===== src/rtl/spi_slave_pkg.sv =====
// Shared types and helpers for the SPI slave interface.
// Optional build macro: SPI_SLAVE_MISO_TRI_EN (tri-states MISO outside a frame).
package spi_slave_pkg;

  typedef enum logic [0:0] {
    IDLE  = 1'b0,
    FRAME = 1'b1
  } spi_st_e;

  localparam int unsigned SYNC_STAGES = 2;

  // Leading edge: SCK leaves its idle level.
  function automatic logic lead_edge(input logic prev, input logic cur, input logic active);
    return (prev == active) && (cur != active);
  endfunction

endpackage


===== src/rtl/spi_sync_edge.sv =====
// Multi-flop synchroniser with rise/fall detection for one asynchronous SPI pin.
module spi_sync_edge
  import spi_slave_pkg::*;
#(
  parameter logic RST_VAL = 1'b0
) (
  input  logic clk_i,
  input  logic rst_n_i,
  input  logic d_i,
  output logic q_o,
  output logic prev_o,
  output logic rise_o,
  output logic fall_o
);

  logic [SYNC_STAGES-1:0] sync_q;
  logic                   prev_q;
  logic [SYNC_STAGES:0]   valid_q;

  always_ff @(posedge clk_i or negedge rst_n_i) begin
    if (!rst_n_i) begin
      sync_q  <= {SYNC_STAGES{RST_VAL}};
      prev_q  <= RST_VAL;
      valid_q <= '0;
    end else begin
      sync_q  <= {sync_q[SYNC_STAGES-2:0], d_i};
      prev_q  <= sync_q[SYNC_STAGES-1];
      valid_q <= {valid_q[SYNC_STAGES-1:0], 1'b1};
    end
  end

  // Edges are masked until both compared samples come from the pin, not reset,
  // so a line already low at reset release never reports a falling edge.
  assign q_o    = sync_q[SYNC_STAGES-1];
  assign prev_o = prev_q;
  assign rise_o = valid_q[SYNC_STAGES] &  q_o & ~prev_q;
  assign fall_o = valid_q[SYNC_STAGES] & ~q_o &  prev_q;

endmodule


===== src/rtl/spi_slave_if.sv =====
// SPI slave: oversampled pins, MOSI deserialiser, handshaked MISO serialiser.
// Optional build macro: SPI_SLAVE_MISO_TRI_EN (MISO high-Z while no frame is active).
module spi_slave_if
  import spi_slave_pkg::*;
#(
  parameter int unsigned PHASE  = 0,
  parameter int unsigned ACTIVE = 0,
  parameter int unsigned DSIZE  = 8,
  parameter int unsigned CNT_W  = 16
) (
  input  logic             clock,
  input  logic             rst_n,
  input  logic             cs_n,
  input  logic             sck,
  input  logic             mosi,
  output logic             miso,
  output logic             miso_oe,
  output logic [DSIZE-1:0] rx_data,
  output logic             rx_vld,
  output logic             rx_first,
  input  logic [DSIZE-1:0] tx_data,
  input  logic             tx_vld,
  output logic             tx_rdy,
  output logic             tx_underrun,
  output logic             frame_active,
  output logic             frame_end,
  output logic [CNT_W-1:0] byte_cnt
);

  localparam int unsigned BW = (DSIZE > 1) ? $clog2(DSIZE) : 1;
  localparam logic [BW-1:0] LAST = BW'(DSIZE - 1);
  localparam logic ACT_LVL = (ACTIVE != 0);

  logic cs_s, cs_prev, cs_rise, cs_fall;
  logic sck_s, sck_prev, sck_rise, sck_fall;
  logic mosi_s, mosi_prev, mosi_rise, mosi_fall;
  logic unused_edges;

  spi_sync_edge #(.RST_VAL(1'b1)) u_sync_cs (
    .clk_i(clock), .rst_n_i(rst_n), .d_i(cs_n),
    .q_o(cs_s), .prev_o(cs_prev), .rise_o(cs_rise), .fall_o(cs_fall)
  );
  spi_sync_edge #(.RST_VAL(ACT_LVL)) u_sync_sck (
    .clk_i(clock), .rst_n_i(rst_n), .d_i(sck),
    .q_o(sck_s), .prev_o(sck_prev), .rise_o(sck_rise), .fall_o(sck_fall)
  );
  spi_sync_edge #(.RST_VAL(1'b0)) u_sync_mosi (
    .clk_i(clock), .rst_n_i(rst_n), .d_i(mosi),
    .q_o(mosi_s), .prev_o(mosi_prev), .rise_o(mosi_rise), .fall_o(mosi_fall)
  );
  assign unused_edges = ^{cs_s, cs_prev, sck_rise, sck_fall, mosi_prev, mosi_rise, mosi_fall};

  logic lead, trail, sample_edge, shift_edge;
  assign lead        = lead_edge(sck_prev, sck_s, ACT_LVL);
  assign trail       = lead_edge(sck_prev, sck_s, ~ACT_LVL);
  assign sample_edge = (PHASE == 0) ? lead : trail;
  assign shift_edge  = (PHASE == 0) ? trail : lead;

  spi_st_e          state_q, state_d;
  logic [BW-1:0]    bit_cnt_q, bit_cnt_d;
  logic [CNT_W-1:0] byte_cnt_q, byte_cnt_d;
  logic [DSIZE-1:0] rx_shift_q, rx_shift_d, rx_data_q, rx_data_d;
  logic [DSIZE-1:0] tx_shift_q, tx_shift_d, hold_q, hold_d;
  logic             hold_full_q, hold_full_d;
  logic             rx_vld_q, rx_vld_d, rx_first_q, rx_first_d;
  logic             tx_underrun_q, tx_underrun_d, frame_end_q, frame_end_d;
  logic             load;

  always_comb begin
    state_d       = state_q;
    bit_cnt_d     = bit_cnt_q;
    byte_cnt_d    = byte_cnt_q;
    rx_shift_d    = rx_shift_q;
    rx_data_d     = rx_data_q;
    rx_vld_d      = 1'b0;
    rx_first_d    = rx_first_q;
    tx_shift_d    = tx_shift_q;
    hold_d        = hold_q;
    hold_full_d   = hold_full_q;
    tx_underrun_d = 1'b0;
    frame_end_d   = 1'b0;
    load          = 1'b0;

    case (state_q)
      IDLE: begin
        if (cs_fall) begin
          state_d    = FRAME;
          bit_cnt_d  = '0;
          byte_cnt_d = '0;
          load       = (PHASE == 0);
        end
      end
      FRAME: begin
        if (cs_rise) begin
          state_d     = IDLE;
          frame_end_d = 1'b1;
          bit_cnt_d   = '0;
          tx_shift_d  = '1;
        end else begin
          if (sample_edge) begin
            rx_shift_d = {rx_shift_q[DSIZE-2:0], mosi_s};
            if (bit_cnt_q == LAST) begin
              bit_cnt_d  = '0;
              rx_data_d  = {rx_shift_q[DSIZE-2:0], mosi_s};
              rx_vld_d   = 1'b1;
              rx_first_d = (byte_cnt_q == '0);
              if (byte_cnt_q != '1) byte_cnt_d = byte_cnt_q + 1'b1;
            end else begin
              bit_cnt_d = bit_cnt_q + 1'b1;
            end
          end
          if (shift_edge) begin
            if (bit_cnt_q == '0) load = 1'b1;
            else tx_shift_d = {tx_shift_q[DSIZE-2:0], 1'b0};
          end
        end
      end
      default: state_d = IDLE;
    endcase

    // A write coinciding with a load on an empty holding register bypasses it.
    if (load) begin
      if (hold_full_q) begin
        tx_shift_d  = hold_q;
        hold_full_d = 1'b0;
      end else if (tx_vld) begin
        tx_shift_d = tx_data;
      end else begin
        tx_shift_d    = '1;
        tx_underrun_d = 1'b1;
      end
    end else if (tx_vld && !hold_full_q) begin
      hold_d      = tx_data;
      hold_full_d = 1'b1;
    end
  end

  always_ff @(posedge clock or negedge rst_n) begin
    if (!rst_n) begin
      state_q       <= IDLE;
      bit_cnt_q     <= '0;
      byte_cnt_q    <= '0;
      rx_shift_q    <= '0;
      rx_data_q     <= '0;
      rx_vld_q      <= 1'b0;
      rx_first_q    <= 1'b0;
      tx_shift_q    <= '1;
      hold_q        <= '0;
      hold_full_q   <= 1'b0;
      tx_underrun_q <= 1'b0;
      frame_end_q   <= 1'b0;
    end else begin
      state_q       <= state_d;
      bit_cnt_q     <= bit_cnt_d;
      byte_cnt_q    <= byte_cnt_d;
      rx_shift_q    <= rx_shift_d;
      rx_data_q     <= rx_data_d;
      rx_vld_q      <= rx_vld_d;
      rx_first_q    <= rx_first_d;
      tx_shift_q    <= tx_shift_d;
      hold_q        <= hold_d;
      hold_full_q   <= hold_full_d;
      tx_underrun_q <= tx_underrun_d;
      frame_end_q   <= frame_end_d;
    end
  end

  assign frame_active = (state_q == FRAME);
  assign miso_oe      = frame_active;
`ifdef SPI_SLAVE_MISO_TRI_EN
  assign miso = miso_oe ? tx_shift_q[DSIZE-1] : 1'bz;
`else
  assign miso = tx_shift_q[DSIZE-1];
`endif
  assign rx_data     = rx_data_q;
  assign rx_vld      = rx_vld_q;
  assign rx_first    = rx_first_q;
  assign tx_rdy      = ~hold_full_q;
  assign tx_underrun = tx_underrun_q;
  assign frame_end   = frame_end_q;
  assign byte_cnt    = byte_cnt_q;

endmodule

===== config.mk =====
export PLATFORM = sky130hd
export DESIGN_NAME = spi_slave_if
export DESIGN_NICKNAME = d
export VERILOG_FILES = /design/src/rtl/spi_slave_pkg.sv /design/src/rtl/spi_sync_edge.sv /design/src/rtl/spi_slave_if.sv
export SDC_FILE = /design/constraint.sdc
export NUM_CORES = 1
export LEC_CHECK = 0
export CAP_MARGIN = 20
export CORE_MARGIN = 10
export CORE_UTILIZATION = 45
export CTS_CLUSTER_DIAMETER = 200
export DETAILED_ROUTE_END_ITERATION = 6
export PLACE_DENSITY = 0.71
export SLEW_MARGIN = 20
export SYNTH_ARGS = -nofsm -noshare
export SYNTH_HDL_FRONTEND = slang
export SYNTH_SLANG_ARGS = --single-unit

===== constraint.sdc =====
create_clock -name clock -period 5.9 [get_ports clock]
set_input_delay 0.885 -clock clock [delete_from_list [all_inputs] [get_ports clock]]
set_output_delay 0.885 -clock clock [all_outputs]
set_load 0.03 [all_outputs]

==> impl_metrics.env, run 1 <==
export IMPL_place_congestion=0.8075
export IMPL_clock_fmax_mhz=337.3
export IMPL_place_hpwl_mm=4.536
export IMPL_tritoncts="built"
export IMPL_synthCells=274
export IMPL_post_cts_buffers=0
export IMPL_clock_sinks=67
export IMPL_skew_ns=0.01064
export IMPL_clock_latency_ns=0.35
export IMPL_power_total_uw=1339
export IMPL_clock_path_buffers=2
export IMPL_worstHoldPathType="register to register"
export IMPL_dr_pass1_iters=4
export IMPL_async_flop_share_pct=100.0
export IMPL_grt_first_pass_wirelength_mm=11.53
export IMPL_core_um2=6832
export IMPL_start_util_pct=46.45
export IMPL_crit_chain="clkdlybuf4s50_1"
export IMPL_comb_power_share_pct=17.7
export IMPL_viasPerCell=5.680
export IMPL_grt_usage_pct=12.68
export IMPL_reg2reg_to="byte_cnt[15]"
export IMPL_layout_setup_ws_ns=2.935
export IMPL_hold_path_depth=0
export IMPL_clock_root_buffer="clkbuf_8"
export IMPL_antenna_left=0
export IMPL_synth_nets=293
export IMPL_synth_edff_count=0
export IMPL_syn_to_final_growth_pct=23.66
export IMPL_critical_path_top_delay_family="flip-flops"
export IMPL_port_buffers=45
export IMPL_drive_gt1_share_pct=12.81
export IMPL_synth_cell_types=58
export IMPL_regArea_um2=1690
export IMPL_fin_crit_ns=2.965
export IMPL_end_kind="primary output"
export IMPL_grt_pass1_vias=2381
export IMPL_ios=46
export IMPL_rows=30
export IMPL_cap_violations=0
export IMPL_setup_violations=0
export IMPL_holdWs_ns=0.3512
export IMPL_post_cts_resized=0
export IMPL_htree_levels=3
export IMPL_ir_drop_uv=192.2
export IMPL_antenna_found_initial=0
export IMPL_via_count=2363
export IMPL_yosysWarnings=0
export IMPL_postSynthAreaPerCell_um2=11.58
export IMPL_critical_path_required_ns=5.02
export IMPL_die_height_um=104.0
export IMPL_drc=0
export IMPL_grt_ovfl_total=0
export IMPL_drtIter0Drc=94
export IMPL_design_area_um2=3924
export IMPL_p_leak_uw=0.001672
export IMPL_grt_max_degree=68
export IMPL_cts_buffers=9
export IMPL_synth_yosys_seq_area_share_pct=53.27
export IMPL_max_slew_margin_rel_pct=43.10
export IMPL_path_max_fanout=31
export IMPL_holdBufCountCts=0
export IMPL_switchingPower_uw=361.2
export IMPL_hold_start="u_sync_cs.valid_q[0]"
export IMPL_tightest_slew_ns=0.8535
export IMPL_p_clk_share_pct=35.4
export IMPL_rrSetupSlack_ns=3.07
export IMPL_fin_crit_sh_pct=50.25
export IMPL_reg2reg_depth=5
export IMPL_holdPathEnd="u_sync_cs.valid_q[1]"
export IMPL_outcome="finished clean"
export IMPL_multi_input_area_um2=1363
export IMPL_routed_wl_mm=6.721
export IMPL_pre_cts_slack_ns=3.083
export IMPL_timing_rr_start="frame_active"
export IMPL_place_area_um2=3675
export IMPL_finalSetupTns_ns=0
export IMPL_diodes=0
export IMPL_synth_ff_type="dfrtp_1"
export IMPL_switching_share_pct=26.99
export IMPL_nFillCells=596
export IMPL_power_per_cell_area_nw_per_um2=341.1
export IMPL_synth_area_um2=3173
export IMPL_p_int_uw=977.3
export IMPL_cp_slowest_stage_delay_ns=0.91
export IMPL_cp_slowest_cell="dfrtp_1"
export IMPL_die_w_um=104.0
export IMPL_ys_seq_elements=67
export IMPL_hold_viol=0
export IMPL_sequentialPowerShare_pct=46.8
export IMPL_rsz0062_at_grt="false"
export IMPL_nets=334
export IMPL_dieArea_um2=10810
export IMPL_crit_arrival_ns=2.08
export IMPL_slew_violations=0
export IMPL_path_buf_inv=1
export IMPL_wl_per_cell_um=16.16
export IMPL_criticalPathCategory="register to primary output"
export IMPL_startpoint_type="register"
export IMPL_clkTransAtPathRegs_ns=0.07
final cells by class:
cell class / instances / share of cell area, %
sequential: 67 / 43.08
multi-input combinational: 179 / 34.73
timing repair buffer: 47 / 11.73
clock buffer: 10 / 3.508
tap: 96 / 3.061
clock inverter: 6 / 2.838
inverter: 11 / 1.052
cells by family (layout without fill, tap and decap cells):
group | after synthesis | after routing | synth area share, %
muxes | 24 | 24 | 8.478
adders and majority gates | 5 | 5 | 1.972
and+or+nand+nor | 82 | 82 | 16.36
xor gates and xnor gates | 1 | 1 | 0.2761
other | 1 | 1 | 0.1182
AOI/OAI and AO/OA | 66 | 66 | 15.73
buffers and inverters | 28 | 74 | 3.785
DFF | 67 | 67 | 53.27
registers in the layout, indices dropped and copies added, names as in the netlist:
| register | flops |
|---|---|
| bit_cnt_q | 3 |
| byte_cnt | 16 |
| frame_active | 1 |
| frame_end | 1 |
| hold_full_q | 1 |
| hold_q | 8 |
| rx_data | 8 |
| rx_first | 1 |
| rx_shift_q | 7 |
| rx_vld | 1 |
| tx_shift_q | 8 |
| tx_underrun | 1 |
| u_sync_cs.prev_o | 1 |
| u_sync_cs.sync_q | 2 |
| u_sync_cs.valid_q | 3 |
| u_sync_mosi.sync_q | 2 |
| u_sync_sck.prev_o | 1 |
| u_sync_sck.sync_q | 2 |
per-layer routing:
layer / vias up / wire length (µm) / global-route usage [%]
li1: 1126 / - / -
met1: 1153 / 3113 / 15.94
met2: 75 / 3052 / 18.78
met3: 9 / 446 / 4.399
met4: 0 / 110 / 6.561
met5: - / 0 / 0
layout by cell type, fill, tap and decap left out, types with 3 or more instances in the layout:
cell and count:
a211oi_1 7, nor3b_1 3, a211o_1 4, and4_1 3
dfstp_2 11, nand2b_1 4, nor4_1 6, mux2_2 4
bufinv_16 3, ha_1 5, a32o_1 7, o21ai_1 4
nor3_1 4, clkbuf_8 10, and3_1 7, mux2_1 19
o21ai_0 10, o2bb2ai_1 8, nand3_1 9, clkdlybuf4s50_1 44
o22ai_1 7, a221o_1 4, nor2_1 5, nand4_1 10
dfrtp_1 56, inv_1 9, nand2_1 11
stage by stage:
step	std cells	util (%)
finish	416	57.44
global route	416	57.44
CTS	416	57.44
detailed placement	400	53.79
global placement	400	53.79
floorplan	274	-
how the worst max path moves through the flow:
stage	startpoint	to	slack, ns	cells past startpoint
2_1_floorplan	byte_cnt[1]	byte_cnt[3]	3.78	6
3_3_place_gp	frame_active	byte_cnt[4]	3.18	5
3_5_place_dp	frame_active	byte_cnt[7]	3.08	5
4_1_cts	frame_active	frame_active	2.92	1
5_1_grt	frame_active	miso_oe	2.82	1
6_report	frame_active	miso_oe	2.94	1
power by group through the flow:
stage / clock (µW) / sequential (µW) / combinational [µW]
floorplan: 0 / 631 / 159
global placement: 0 / 631 / 232
detailed placement: 0 / 634 / 239
CTS: 484 / 627 / 240
global route: 504 / 639 / 264
finish: 475 / 627 / 237
synthesized netlist by cell type, drive strengths merged, types with 8 or more instances:
master / number / area share (%)
nand4: 11 / 2.6
nand2: 11 / 1.3
dfrtp: 56 / 44
o2bb2ai: 8 / 2.2
clkbuf: 11 / 1.3
o21ai: 14 / 2.2
dfstp: 11 / 9.1
mux2: 23 / 8.2
inv: 10 / 1.2
nand3: 9 / 1.4
No activity file was read; power rests on OpenSTA's default activity.
==> run 2, diff against run 1 <==
==> constraint.sdc (replaced) <==
create_clock -name clock -period 2.8 [get_ports clock]
set_input_delay 0.42 -clock clock [delete_from_list [all_inputs] [get_ports clock]]
set_output_delay 0.42 -clock clock [all_outputs]
set_load 0.03 [all_outputs]
==> impl_metrics.env, run 2 (synthesis results as in run 1) <==
export IMPL_antenna_found_initial=0
export IMPL_holdBufCountCts=0
export IMPL_outcome="finished clean"
export IMPL_core_um2=6832
export IMPL_drc=0
export IMPL_clock_root_buffer="clkbuf_8"
export IMPL_grt_max_degree=38
export IMPL_post_cts_resized=0
export IMPL_largest_reg_flops=16
export IMPL_rsz0062_at_grt="false"
export IMPL_drtIter0Drc=49
export IMPL_clock_sinks=67
export IMPL_max_slew_margin_rel_pct=53.39
export IMPL_cts_buffers=9
export IMPL_clock_latency_ns=0.35
export IMPL_path_max_fanout=11
export IMPL_worstHoldPathType="input pin to asynchronous set/reset pin"
export IMPL_mostFrequentLayoutCell="dfrtp_1"
export IMPL_nets=336
export IMPL_tritoncts="built"
export IMPL_start_util_pct=46.45
export IMPL_place_congestion=0.8585
export IMPL_setup_violations=0
export IMPL_ios=46
export IMPL_syn_to_final_growth_pct=23.86
export IMPL_power_per_cell_area_nw_per_um2=693.9
export IMPL_path_buf_inv=0
export IMPL_critical_path_required_ns=3.08
export IMPL_crit_arrival_ns=2.59
export IMPL_grt_usage_pct=12.94
export IMPL_p_leak_uw=0.001675
export IMPL_holdWs_ns=0.1163
export IMPL_port_buffers=45
export IMPL_slew_violations=0
export IMPL_grt_ovfl_total=0
export IMPL_wl_per_cell_um=16.21
export IMPL_diodes=0
export IMPL_die_w_um=104.0
export IMPL_finalSetupTns_ns=0
export IMPL_clkTransAtPathRegs_ns=0.07
export IMPL_layout_common_cells="dfrtp_1 (56), clkdlybuf4s50_1 (44), mux2_1 (19)"
export IMPL_grt_pass1_vias=2363
export IMPL_clock_fmax_mhz=433.9
export IMPL_cp_slowest_cell="or4_4"
export IMPL_fin_crit_sh_pct=82.30
export IMPL_criticalPathCategory="register to register"
export IMPL_skew_ns=0.01076
export IMPL_end_kind="register"
export IMPL_die_height_um=104.0
export IMPL_tightest_slew_ns=0.6991
export IMPL_critical_path_top_delay_family="simple AND/OR/NAND/NOR gates"
export IMPL_layout_setup_ws_ns=0.4955
export IMPL_clock_path_buffers=2
export IMPL_post_cts_buffers=0
export IMPL_reg2reg_depth=5
export IMPL_dieArea_um2=10810
export IMPL_drive_gt1_share_pct=13.04
export IMPL_cp_depth=5
export IMPL_ir_drop_uv=394.7
export IMPL_rows=30
export IMPL_viasPerCell=5.679
export IMPL_fin_crit_ns=2.304
export IMPL_dr_pass1_iters=4
export IMPL_antenna_left=0
export IMPL_hold_viol=0
export IMPL_via_count=2374
export IMPL_crit_chain="ha_1 > nand4_4 > or4_4 > a21oi_2 > a221o_1"
export IMPL_cap_violations=0
export IMPL_htree_levels=3
export IMPL_grt_first_pass_wirelength_mm=11.61
export IMPL_place_hpwl_mm=4.719
export IMPL_pre_cts_slack_ns=0.4818
export IMPL_routed_wl_mm=6.775
export IMPL_cp_slowest_stage_delay_ns=0.62
export IMPL_startpoint_type="register"
## run 2: changes by cell type in the layout (fill, tap and decap cells not counted), sizes merged
cell / change
clkbuf: +2
buf: +2
bufinv: -1
inv: -1
## run 2: metal layers
layer	GRT usage (%)	vias to the layer above	wire, µm
met3	4.647	12	470
li1	-	1132	-
met4	6.561	0	119
met5	0	-	0
met2	18.83	76	3012
met1	16.50	1154	3174
## run 2: metrics by stage
step	instance area (µm²)	instances	utilization [%]	power, µW
after floorplan	3173	274	-	1664
after global placement	3702	402	54.19	1825
after detailed placement	3702	402	54.19	1845
after CTS	3930	418	57.53	2761
after global routing	3930	418	57.53	2890
final	3930	418	57.53	2727
## run 2: path summary, 6_finish.rpt
| path | slack (ns) | to | start |
|---|---|---|---|
| max | 0.50 | byte_cnt[3] | byte_cnt[1] |
| min | 0.12 | rx_vld | rst_n |
| max reg2reg | 0.50 | byte_cnt[3] | byte_cnt[1] |
| min reg2reg | 0.35 | u_sync_sck.sync_q[1] | u_sync_sck.sync_q[0] |
| max in group asynchronous | 1.98 | tx_shift_q[7] | rst_n |
| min in group clock | 0.35 | u_sync_sck.sync_q[1] | u_sync_sck.sync_q[0] |
## run 2: where the power goes
part / switching (µW) / internal (µW) / leakage, µW
sequential: 113 / 1200 / 0.000839
clock: 357 / 549 / 0.000113
combinational: 261 / 251 / 0.000724
total: 731 / 2000 / 0.00168
## run 2: area by class of cell
class / count / area, µm²
Clock buffer: 12 / 155.1
Multi-Input combinational cell: 179 / 1363
Clock inverter: 4 / 72.57
Sequential cell: 67 / 1690
Fill cell: 597 / 2902
Timing Repair Buffer: 49 / 488.0
Inverter: 11 / 41.29
Tap cell: 96 / 120.1
==> run 3, diff against run 2 <==
==> constraint.sdc (replaced) <==
create_clock -name clock -period 2.2 [get_ports clock]
set_input_delay 0.33 -clock clock [delete_from_list [all_inputs] [get_ports clock]]
set_output_delay 0.33 -clock clock [all_outputs]
set_load 0.03 [all_outputs]
==> impl_metrics.env, run 3 (synthesis results as in run 1) <==
export IMPL_drive_gt1_share_pct=19.31
export IMPL_fin_crit_ns=2.039
export IMPL_startpoint="byte_cnt[0]"
export IMPL_largest_reg_flops=16
export IMPL_max_slew_margin_rel_pct=61.26
export IMPL_worstHoldPathType="register to register"
export IMPL_grt_first_pass_wirelength_mm=12.16
export IMPL_cp_slowest_cell="or4_4"
export IMPL_via_count=2500
export IMPL_clkTransAtPathRegs_ns=0.07
export IMPL_power_per_cell_area_nw_per_um2=828.1
export IMPL_diodes=0
export IMPL_cap_violations=0
export IMPL_drc=0
export IMPL_post_cts_buffers=0
export IMPL_end_kind="register"
export IMPL_clock_path_buffers=2
export IMPL_reg2reg_depth=6
export IMPL_die_w_um=104.0
export IMPL_grt_ovfl_total=0
export IMPL_use_met1_pct=17.01
export IMPL_htree_levels=3
export IMPL_path_buf_inv=1
export IMPL_hold_viol=0
export IMPL_criticalPathCategory="register to register"
export IMPL_fin_crit_sh_pct=92.67
export IMPL_critical_path_required_ns=2.49
export IMPL_routed_wl_mm=7.114
export IMPL_grt_max_degree=45
export IMPL_start_util_pct=46.45
export IMPL_die_height_um=104.0
export IMPL_wl_per_cell_um=16.06
export IMPL_clock_sinks=67
export IMPL_hold_path_depth=0
export IMPL_top_usage_layer="met2"
export IMPL_rrSetupSlack_ns=0.16
export IMPL_tightest_slew_ns=0.5811
export IMPL_core_um2=6832
export IMPL_setup_violations=0
export IMPL_critical_path_top_delay_family="simple AND/OR/NAND/NOR gates"
export IMPL_cts_buffers=9
export IMPL_timing_rr_start="byte_cnt[0]"
export IMPL_antenna_found_initial=0
export IMPL_crit_chain="ha_1 > nand4_4 > or4_4 > a21oi_2 > buf_4 > a221o_1"
export IMPL_met3_usage_pct=5.019
export IMPL_place_hpwl_mm=5.099
export IMPL_slew_violations=0
export IMPL_dr_pass1_iters=4
export IMPL_finalSetupTns_ns=0
export IMPL_tritoncts="built"
export IMPL_startpoint_type="register"
export IMPL_cp_depth=6
export IMPL_outcome="finished clean"
export IMPL_ir_drop_uv=482.0
export IMPL_crit_arrival_ns=2.32
export IMPL_layout_common_cells="dfrtp_1 (56), clkdlybuf4s50_1 (44), buf_4 (27)"
export IMPL_viasPerCell=5.643
export IMPL_rsz0062_at_grt="false"
export IMPL_ios=46
export IMPL_clock_latency_ns=0.34
export IMPL_clock_root_buffer="clkbuf_8"
export IMPL_grt_usage_pct=13.43
export IMPL_path_max_fanout=7
export IMPL_clock_fmax_mhz=490.5
export IMPL_antenna_left=0
export IMPL_final_core_util_pct=59.93
export IMPL_hold_start="u_sync_cs.valid_q[0]"
export IMPL_gr_usage_met2_pct=19.86
export IMPL_mostFrequentLayoutCell="dfrtp_1"
export IMPL_cp_slowest_stage_delay_ns=0.58
export IMPL_grt_pass1_vias=2479
export IMPL_drtIter0Drc=111
export IMPL_port_buffers=45
export IMPL_place_congestion=0.8714
export IMPL_rows=30
export IMPL_nets=361
export IMPL_post_cts_resized=0
export IMPL_skew_ns=0.006414
export IMPL_syn_to_final_growth_pct=29.02
export IMPL_p_leak_uw=0.001786
export IMPL_dieArea_um2=10810
[run 3: cell type report]
cell class / count / area [µm²]
multi-input cells: 179 / 1363
inverters: 11 / 41.29
well taps: 96 / 120.1
clock inverters: 6 / 63.81
repair buffers: 74 / 678.2
clock buffers: 10 / 137.6
flip-flops and latches: 67 / 1690
fillers: 588 / 2738
[run 3: final timing paths]
check	end
hold reg to reg	u_sync_cs.valid_q[1]
setup reg to reg	byte_cnt[15]
min in group asynchronous	rx_data[6]
max in group asynchronous	tx_shift_q[7]
setup / recovery	byte_cnt[15]
hold / removal	u_sync_cs.valid_q[1]
[run 3: what timing repair did]
item	CTS	global route
hold endpoints to repair	23	0
setup endpoints to repair	0	0
hold buffers	1	0
[run 3: power by group]
part	leakage (µW)	internal, µW	switching, µW
logic	0.000849	344	346
registers	0.000839	1520	144
clock network	0.0000987	553	481
[run 3: through the flow]
| step | area [µm²] | worst slack, ns | total power (µW) | cells | hold slack, ns |
|---|---|---|---|---|---|
| after floorplan | 3173 | 0.08440 | 2118 | 274 | 0.03441 |
| after global placement | 3882 | 0.2211 | 2354 | 426 | 0.3318 |
| after detailed placement | 3882 | 0.1774 | 2382 | 426 | 0.3365 |
| after CTS | 4094 | 0.1619 | 3426 | 443 | 0.3536 |
| after global routing | 4094 | 0.06316 | 3586 | 443 | 0.3587 |
| final | 4094 | 0.1612 | 3390 | 443 | 0.3495 |
[run 3: routing by layer]
metal,up-vias,part of all wire (%),wire (µm)
met4,0,1.5,104
met1,1207,46,3269
li1,1189,-,-
met3,10,7.8,557
met5,-,0,0
met2,94,45,3183
[run 3: worst reg2reg max path: stages, from the launching register on]
cell	delay, ns
dfrtp_1	0.36
ha_1	0.26
nand4_4	0.12
or4_4	0.58
a21oi_2	0.29
buf_4	0.22
a221o_1	0.15
